[config.mk]
export PLATFORM = sky130hd
export DESIGN_NAME = refund_dispenser_flat
export DESIGN_NICKNAME = d
export VERILOG_FILES = /design/src/rtl/refund_dispenser_if.sv /design/src/rtl/refund_dispenser.sv /design/src/flat_wrapper.sv
export SDC_FILE = /design/constraint.sdc
export NUM_CORES = 1
export LEC_CHECK = 0
export BUFFER_PORTS_ARGS = -buffer_cell sky130_fd_sc_hd__buf_2
export CAP_MARGIN = 20
export CORE_ASPECT_RATIO = 0.9
export CORE_UTILIZATION = 42
export CTS_BUF_LIST = sky130_fd_sc_hd__clkbuf_2 sky130_fd_sc_hd__clkbuf_4 sky130_fd_sc_hd__clkbuf_8
export CTS_CLUSTER_DIAMETER = 60
export DETAILED_ROUTE_END_ITERATION = 7
export SYNTH_ARGS = -nofsm -noshare
export SYNTH_HDL_FRONTEND = slang
export SYNTH_SLANG_ARGS = --single-unit
[constraint.sdc]
create_clock -name clk -period 3.2 [get_ports clk]
set_input_delay 0.64 -clock clk [delete_from_list [all_inputs] [get_ports clk]]
set_output_delay 0.64 -clock clk [all_outputs]
set_load 0.01 [all_outputs]
[src/rtl/refund_dispenser_if.sv]
// Vending-controller and hopper signals of the refund dispenser.
// The master side is the environment; the slave side is the dispenser.
interface refund_dispenser_if;
  logic        start;
  logic [31:0] amount;
  logic        hopperAck;
  logic        empty10;
  logic        empty1;
  logic        eject10;
  logic        eject1;
  logic        eject050;
  logic        busy;
  logic        done;
  logic        fault;
  logic [31:0] remaining;

  modport master (
    output start, amount, hopperAck, empty10, empty1,
    input  eject10, eject1, eject050, busy, done, fault, remaining
  );

  modport slave (
    input  start, amount, hopperAck, empty10, empty1,
    output eject10, eject1, eject050, busy, done, fault, remaining
  );
endinterface

[src/rtl/refund_dispenser.sv]
// Greedy coin refund: start -> SELECT next cycle, eject the cycle after, 4-phase hopper handshake per coin.
// The hopper paces the refund by holding or releasing hopperAck; a stalled handshake edge faults after TIMEOUT cycles.
module refund_dispenser #(
  parameter int TIMEOUT   = 1000,
  parameter int MAX_CENTS = 99999
) (
  input logic               clk,
  input logic               rst,
  refund_dispenser_if.slave bus
);
  localparam int TW = $clog2(TIMEOUT + 1);

  typedef enum logic [2:0] {
    S_IDLE, S_SELECT, S_EJECT, S_RELEASE, S_DONE, S_FAULT
  } state_t;

  state_t        r_state;
  logic [TW-1:0] r_timer;
  logic          r_eject10;
  logic          r_eject1;
  logic          r_eject050;
  logic          r_busy;
  logic          r_done;
  logic          r_fault;
  logic [31:0]   r_remaining;

  logic [31:0]   w_coin_val;
  logic          w_timeout;

  // The active eject line identifies the coin being paid.
  always_comb begin
    w_coin_val = 32'd50;
    if (r_eject10)     w_coin_val = 32'd1000;
    else if (r_eject1) w_coin_val = 32'd100;
  end

  assign w_timeout = (r_timer == TW'(TIMEOUT - 1));

  always_ff @(posedge clk) begin
    if (rst) begin
      r_state     <= S_IDLE;
      r_timer     <= '0;
      r_eject10   <= 1'b0;
      r_eject1    <= 1'b0;
      r_eject050  <= 1'b0;
      r_busy      <= 1'b0;
      r_done      <= 1'b0;
      r_fault     <= 1'b0;
      r_remaining <= '0;
    end else begin
      r_done <= 1'b0;
      case (r_state)
        S_IDLE: begin
          if (bus.start) begin
            if (bus.amount > 32'(MAX_CENTS)) begin
              r_fault <= 1'b1;
              r_state <= S_FAULT;
            end else begin
              r_remaining <= bus.amount;
              r_busy      <= 1'b1;
              r_state     <= S_SELECT;
            end
          end
        end

        S_SELECT: begin
          r_timer <= '0;
          if (r_remaining >= 32'd1000 && !bus.empty10) begin
            r_eject10 <= 1'b1;
            r_state   <= S_EJECT;
          end else if (r_remaining >= 32'd100 && !bus.empty1) begin
            r_eject1 <= 1'b1;
            r_state  <= S_EJECT;
          end else if (r_remaining >= 32'd50) begin
            r_eject050 <= 1'b1;
            r_state    <= S_EJECT;
          end else begin
            r_busy  <= 1'b0;
            r_done  <= 1'b1;
            r_state <= S_DONE;
          end
        end

        S_EJECT: begin
          if (bus.hopperAck) begin
            r_eject10   <= 1'b0;
            r_eject1    <= 1'b0;
            r_eject050  <= 1'b0;
            r_remaining <= r_remaining - w_coin_val;
            r_timer     <= '0;
            r_state     <= S_RELEASE;
          end else if (w_timeout) begin
            r_eject10  <= 1'b0;
            r_eject1   <= 1'b0;
            r_eject050 <= 1'b0;
            r_busy     <= 1'b0;
            r_fault    <= 1'b1;
            r_state    <= S_FAULT;
          end else begin
            r_timer <= r_timer + 1'b1;
          end
        end

        S_RELEASE: begin
          if (!bus.hopperAck) begin
            r_state <= S_SELECT;
          end else if (w_timeout) begin
            r_busy  <= 1'b0;
            r_fault <= 1'b1;
            r_state <= S_FAULT;
          end else begin
            r_timer <= r_timer + 1'b1;
          end
        end

        S_DONE:  r_state <= S_IDLE;

        // Sticky until reset; remaining stays frozen for diagnosis.
        S_FAULT: r_state <= S_FAULT;

        default: r_state <= S_IDLE;
      endcase
    end
  end

  assign bus.eject10   = r_eject10;
  assign bus.eject1    = r_eject1;
  assign bus.eject050  = r_eject050;
  assign bus.busy      = r_busy;
  assign bus.done      = r_done;
  assign bus.fault     = r_fault;
  assign bus.remaining = r_remaining;
endmodule

[src/flat_wrapper.sv]
// flat-port wrapper written by rule: the top's interface ports become plain ports
module refund_dispenser_flat 
#(
  parameter int TIMEOUT   = 1000,
  parameter int MAX_CENTS = 99999
)
  (clk, rst, bus_start, bus_amount, bus_hopperAck, bus_empty10, bus_empty1, bus_eject10, bus_eject1, bus_eject050, bus_busy, bus_done, bus_fault, bus_remaining);
  refund_dispenser_if bus_i ();
  input logic clk;
  input logic rst;
  input wire logic [$bits(bus_i.start)-1:0] bus_start;
  input wire logic [$bits(bus_i.amount)-1:0] bus_amount;
  input wire logic [$bits(bus_i.hopperAck)-1:0] bus_hopperAck;
  input wire logic [$bits(bus_i.empty10)-1:0] bus_empty10;
  input wire logic [$bits(bus_i.empty1)-1:0] bus_empty1;
  output wire logic [$bits(bus_i.eject10)-1:0] bus_eject10;
  output wire logic [$bits(bus_i.eject1)-1:0] bus_eject1;
  output wire logic [$bits(bus_i.eject050)-1:0] bus_eject050;
  output wire logic [$bits(bus_i.busy)-1:0] bus_busy;
  output wire logic [$bits(bus_i.done)-1:0] bus_done;
  output wire logic [$bits(bus_i.fault)-1:0] bus_fault;
  output wire logic [$bits(bus_i.remaining)-1:0] bus_remaining;
  assign bus_i.start = bus_start;
  assign bus_i.amount = bus_amount;
  assign bus_i.hopperAck = bus_hopperAck;
  assign bus_i.empty10 = bus_empty10;
  assign bus_i.empty1 = bus_empty1;
  assign bus_eject10 = bus_i.eject10;
  assign bus_eject1 = bus_i.eject1;
  assign bus_eject050 = bus_i.eject050;
  assign bus_busy = bus_i.busy;
  assign bus_done = bus_i.done;
  assign bus_fault = bus_i.fault;
  assign bus_remaining = bus_i.remaining;
  refund_dispenser #(.TIMEOUT(TIMEOUT), .MAX_CENTS(MAX_CENTS)) u_core (.clk(clk), .rst(rst), .bus(bus_i));
endmodule
==> impl_results.md <==
* Status: finished clean
* CTS tree: yes
* Postcts setup bufs at 0
* H-tree Lvls at 2
* CTS clock-pin slew for the worst setup and hold paths at 0.10 ns
* Drt pass-1 iters at 4
* Synth area leader: dfxtp_1
* Mapped cell area at 3240 um2
* Synth top area cells: dfxtp_1 (32%), nor2_1 (5.6%), a21oi_1 (4.0%), nand2_1 (3.7%), o21ai_0 (3.6%)
* Most frequent cells in the layout: buf_2 (75), dfxtp_1 (51), nor2_1 (48), nand2_1 (32), a21oi_1 (26)
* Share of the synthesized area in the top cell type at 0.315
* Post-synthesis xor/xnor area fraction at 0.0244
* Diodes inserted at 0
* FF-to-FF Start: u_core.bus.eject10$_SDFFE_PP0P_
* Sw Ratio at 0.436
* Clock Skew at 0.00744 ns
* Synth Warn # at 0
* Area of the multi-input gates at 2100 um2
* Clock share of power at 0.176
* Internal power at 1350 uW
* Area delta synth->final at 17.6%
* Most common cell after layout, fill and taps aside: buf_2
* Layout Nets at 530
* Synth Area in Adders at 0.0441
* Largest net degree at the start of global routing at 24
* Vias at 3521
* CP required at 3.44 ns
* Starting Density at 0.446
* Gate Count Post-Synth at 412
* Initial antenna violation count at 0
* Avg Inst Size Synth at 7.86 um2
* Vias per std cell at 6.11
* Core Box Area at 7260 um2
* Largest family of logic cells by synthesized area: simple AND/OR/NAND/NOR gates
* P_sw at 1040 uW
* Num CTS Buffers at 5
* Remaining global-route overflow at 0
* Layout cells sized above 1 at 0.215
* Clock latency at the later pin of the worst-skew pair at 0.30 ns
* CTS root buffer: clkbuf_8
* Final Hold Vio Count at 0
* First-pass GRT wire length at 15.9 mm
* Area of the die at 8060 um2
* CP startpoint: u_core.bus.eject10$_SDFFE_PP0P_
* Crit-path cells: inv_1 > ha_1 > and3_1 > and4_1 > a221oi_4 > nand2_1 > or4_1 > a21oi_1
* CP max-delay cell: a221oi_4
* Reg-to-reg setup timing slack at 0.50 ns
* Die Span Y at 85.3 um
* Kind of critical path: reg2reg
* WHS Path Cells at 2
* Mux cell area share after synthesis at 0.00618
* Syn Nets at 460
* Iter 0 DRT Violations at 193
* Primary FF master, synth: dfxtp_1
* Max-Slew Margin vs Limit at 0.453
* Arr. time, crit path at 2.93 ns
* Async S/R FF share, synth at 0
* Fillcell total at 736
* Seq/Total Area, Yosys at 0.315
* Clock Path Buffers at 2
* Sequential share of power at 0.355
* WL/cell at 17.1 um
* Comb power frac at 0.469
* VDD IR max at 0.210 mV
* Slew Viols, Final at 0
* Synth Area in Simple Gates at 0.287
* Fin cells at 576
* Setup total negative slack at 0 ns
* LEAKAGE at 0.00158 uW
* RSZ-0062 raised after global routing: false
* Die Width at 94.5 um
* Post-CTS sizing at 0
* Critical Path Fanout Max at 10
* CP endpoint kind: flop
* RD Place Congestion at 0.864
* Ports at 76
* Cell count after placement at 568
* Final Setup Violations at 0
* Complex-gate fraction of the synthesized area at 0.286
* Worst min path class: reg2reg
* Hold buffers post-CTS at 0
* Period utilization at 0.842
* Fmax at 0.371 GHz
* Num rows at 29
* Register area at 1020 um2
* Slew @ Worst Pin at 0.815 ns
* Tmin final at 2.70 ns
* DRC violations left at 0
* EDFF count, synth at 0
* Maxcap violations at 0
* Post-route ant nets at 0
* Hold path startpoint: u_core.bus.eject050$_SDFFE_PP0P_
* Total Routing Usage GR at 0.249
* Seq cells post-synth at 51
* Crit-path max cell delay at 0.48 ns
* Input/output buffers at 75
* Post-Route WL at 9.83 mm
* Crit path launch type: flop
* HPWL Detailed at 7.32 mm
* Vias in the first global route at 3211
* Worst-case reg-to-reg path depth at 8
* Count of cell types in the netlist at 61
* Clock Sinks at 51
* Power Density at 627 nW/um2
critical path, delay by kind of cell, from the launching register on:
family	cells	cell delay [ns]
flops	1	0.38
buf+inv	1	0.13
fa+ha+maj	1	0.36
simple gates	4	1.14
compound gates	2	0.62
power by group through the flow:
| stage | logic, uW | clock network [uW] | registers, uW |
|---|---|---|---|
| 3_3_place_gp | 1090 | 0 | 857 |
| 6_report | 1120 | 421 | 847 |
| 2_1_floorplan | 790 | 0 | 846 |
| 5_1_grt | 1260 | 459 | 864 |
| 4_1_cts | 1100 | 433 | 845 |
| 3_5_place_dp | 1100 | 0 | 859 |
sequential cells by signal, summed over array words and instances, names as in the netlist:
name / count
u_core.bus.eject10: 1
u_core.bus.remaining: 32
u_core.bus.fault: 1
u_core.r_state: 3
u_core.bus.eject050: 1
u_core.bus.done: 1
u_core.r_timer: 10
u_core.bus.busy: 1
u_core.bus.eject1: 1
synth_stat cells (all sizes together) (10+ instances only):
master / count
dfxtp: 51
nor2: 50
nand2: 32
a21oi: 26
o21ai: 25
nor3: 19
a31oi: 18
nand3: 14
clkbuf: 12
a211oi: 11
inv: 11
nor4: 10
cells by family (layout without fill, tap and decap cells):
group,after synthesis,count (layout)
AOI/OAI and AO/OA,133,133
DFF,51,51
adders and majority gates,11,11
buffers and inverters,30,101
xor gates and xnor gates,9,9
and+or+nand+nor,176,176
muxes,2,2
area by class of cell:
class | instances | share of cell area
clock buffers | 7 | 0.0253
clock inverters | 1 | 0.00197
inverters | 11 | 0.0108
multi-input cells | 331 | 0.551
flip-flops and latches | 51 | 0.268
well taps | 93 | 0.0306
repair buffers | 82 | 0.112
stage by stage:
| step | util | hold slack (ns) | power (uW) | area [um2] | setup slack (ns) |
|---|---|---|---|---|---|
| 6_report | 0.524 | 0.453 | 2390 | 3810 | 0.504 |
| 5_1_grt | 0.524 | 0.476 | 2580 | 3810 | 0.252 |
| 4_1_cts | 0.524 | 0.460 | 2380 | 3810 | 0.556 |
| 3_5_place_dp | 0.510 | 0.445 | 1960 | 3700 | 0.600 |
| 3_3_place_gp | 0.510 | 0.444 | 1950 | 3700 | 0.594 |
| 2_1_floorplan | - | 0.468 | 1640 | 3240 | 0.798 |
metal layers:
| metal | routed length, um | GRT usage | vias to the layer above | share of wire |
|---|---|---|---|---|
| met5 | 0 | 0 | - | 0 |
| met4 | 82 | 0.0523 | 0 | 0.0083 |
| met3 | 756 | 0.0457 | 6 | 0.077 |
| met2 | 4330 | 0.387 | 144 | 0.44 |
| met1 | 4660 | 0.358 | 1666 | 0.47 |
| li1 | - | - | 1705 | - |
worst paths after layout:
check | to
worst max-delay path | u_core.bus.remaining[17]$_SDFFE_PP0P_
worst min-delay path | u_core.bus.eject050$_SDFFE_PP0P_
worst max register to register | u_core.bus.remaining[17]$_SDFFE_PP0P_
worst min register to register | u_core.bus.eject050$_SDFFE_PP0P_
No activity file was read; power rests on OpenSTA's default activity.
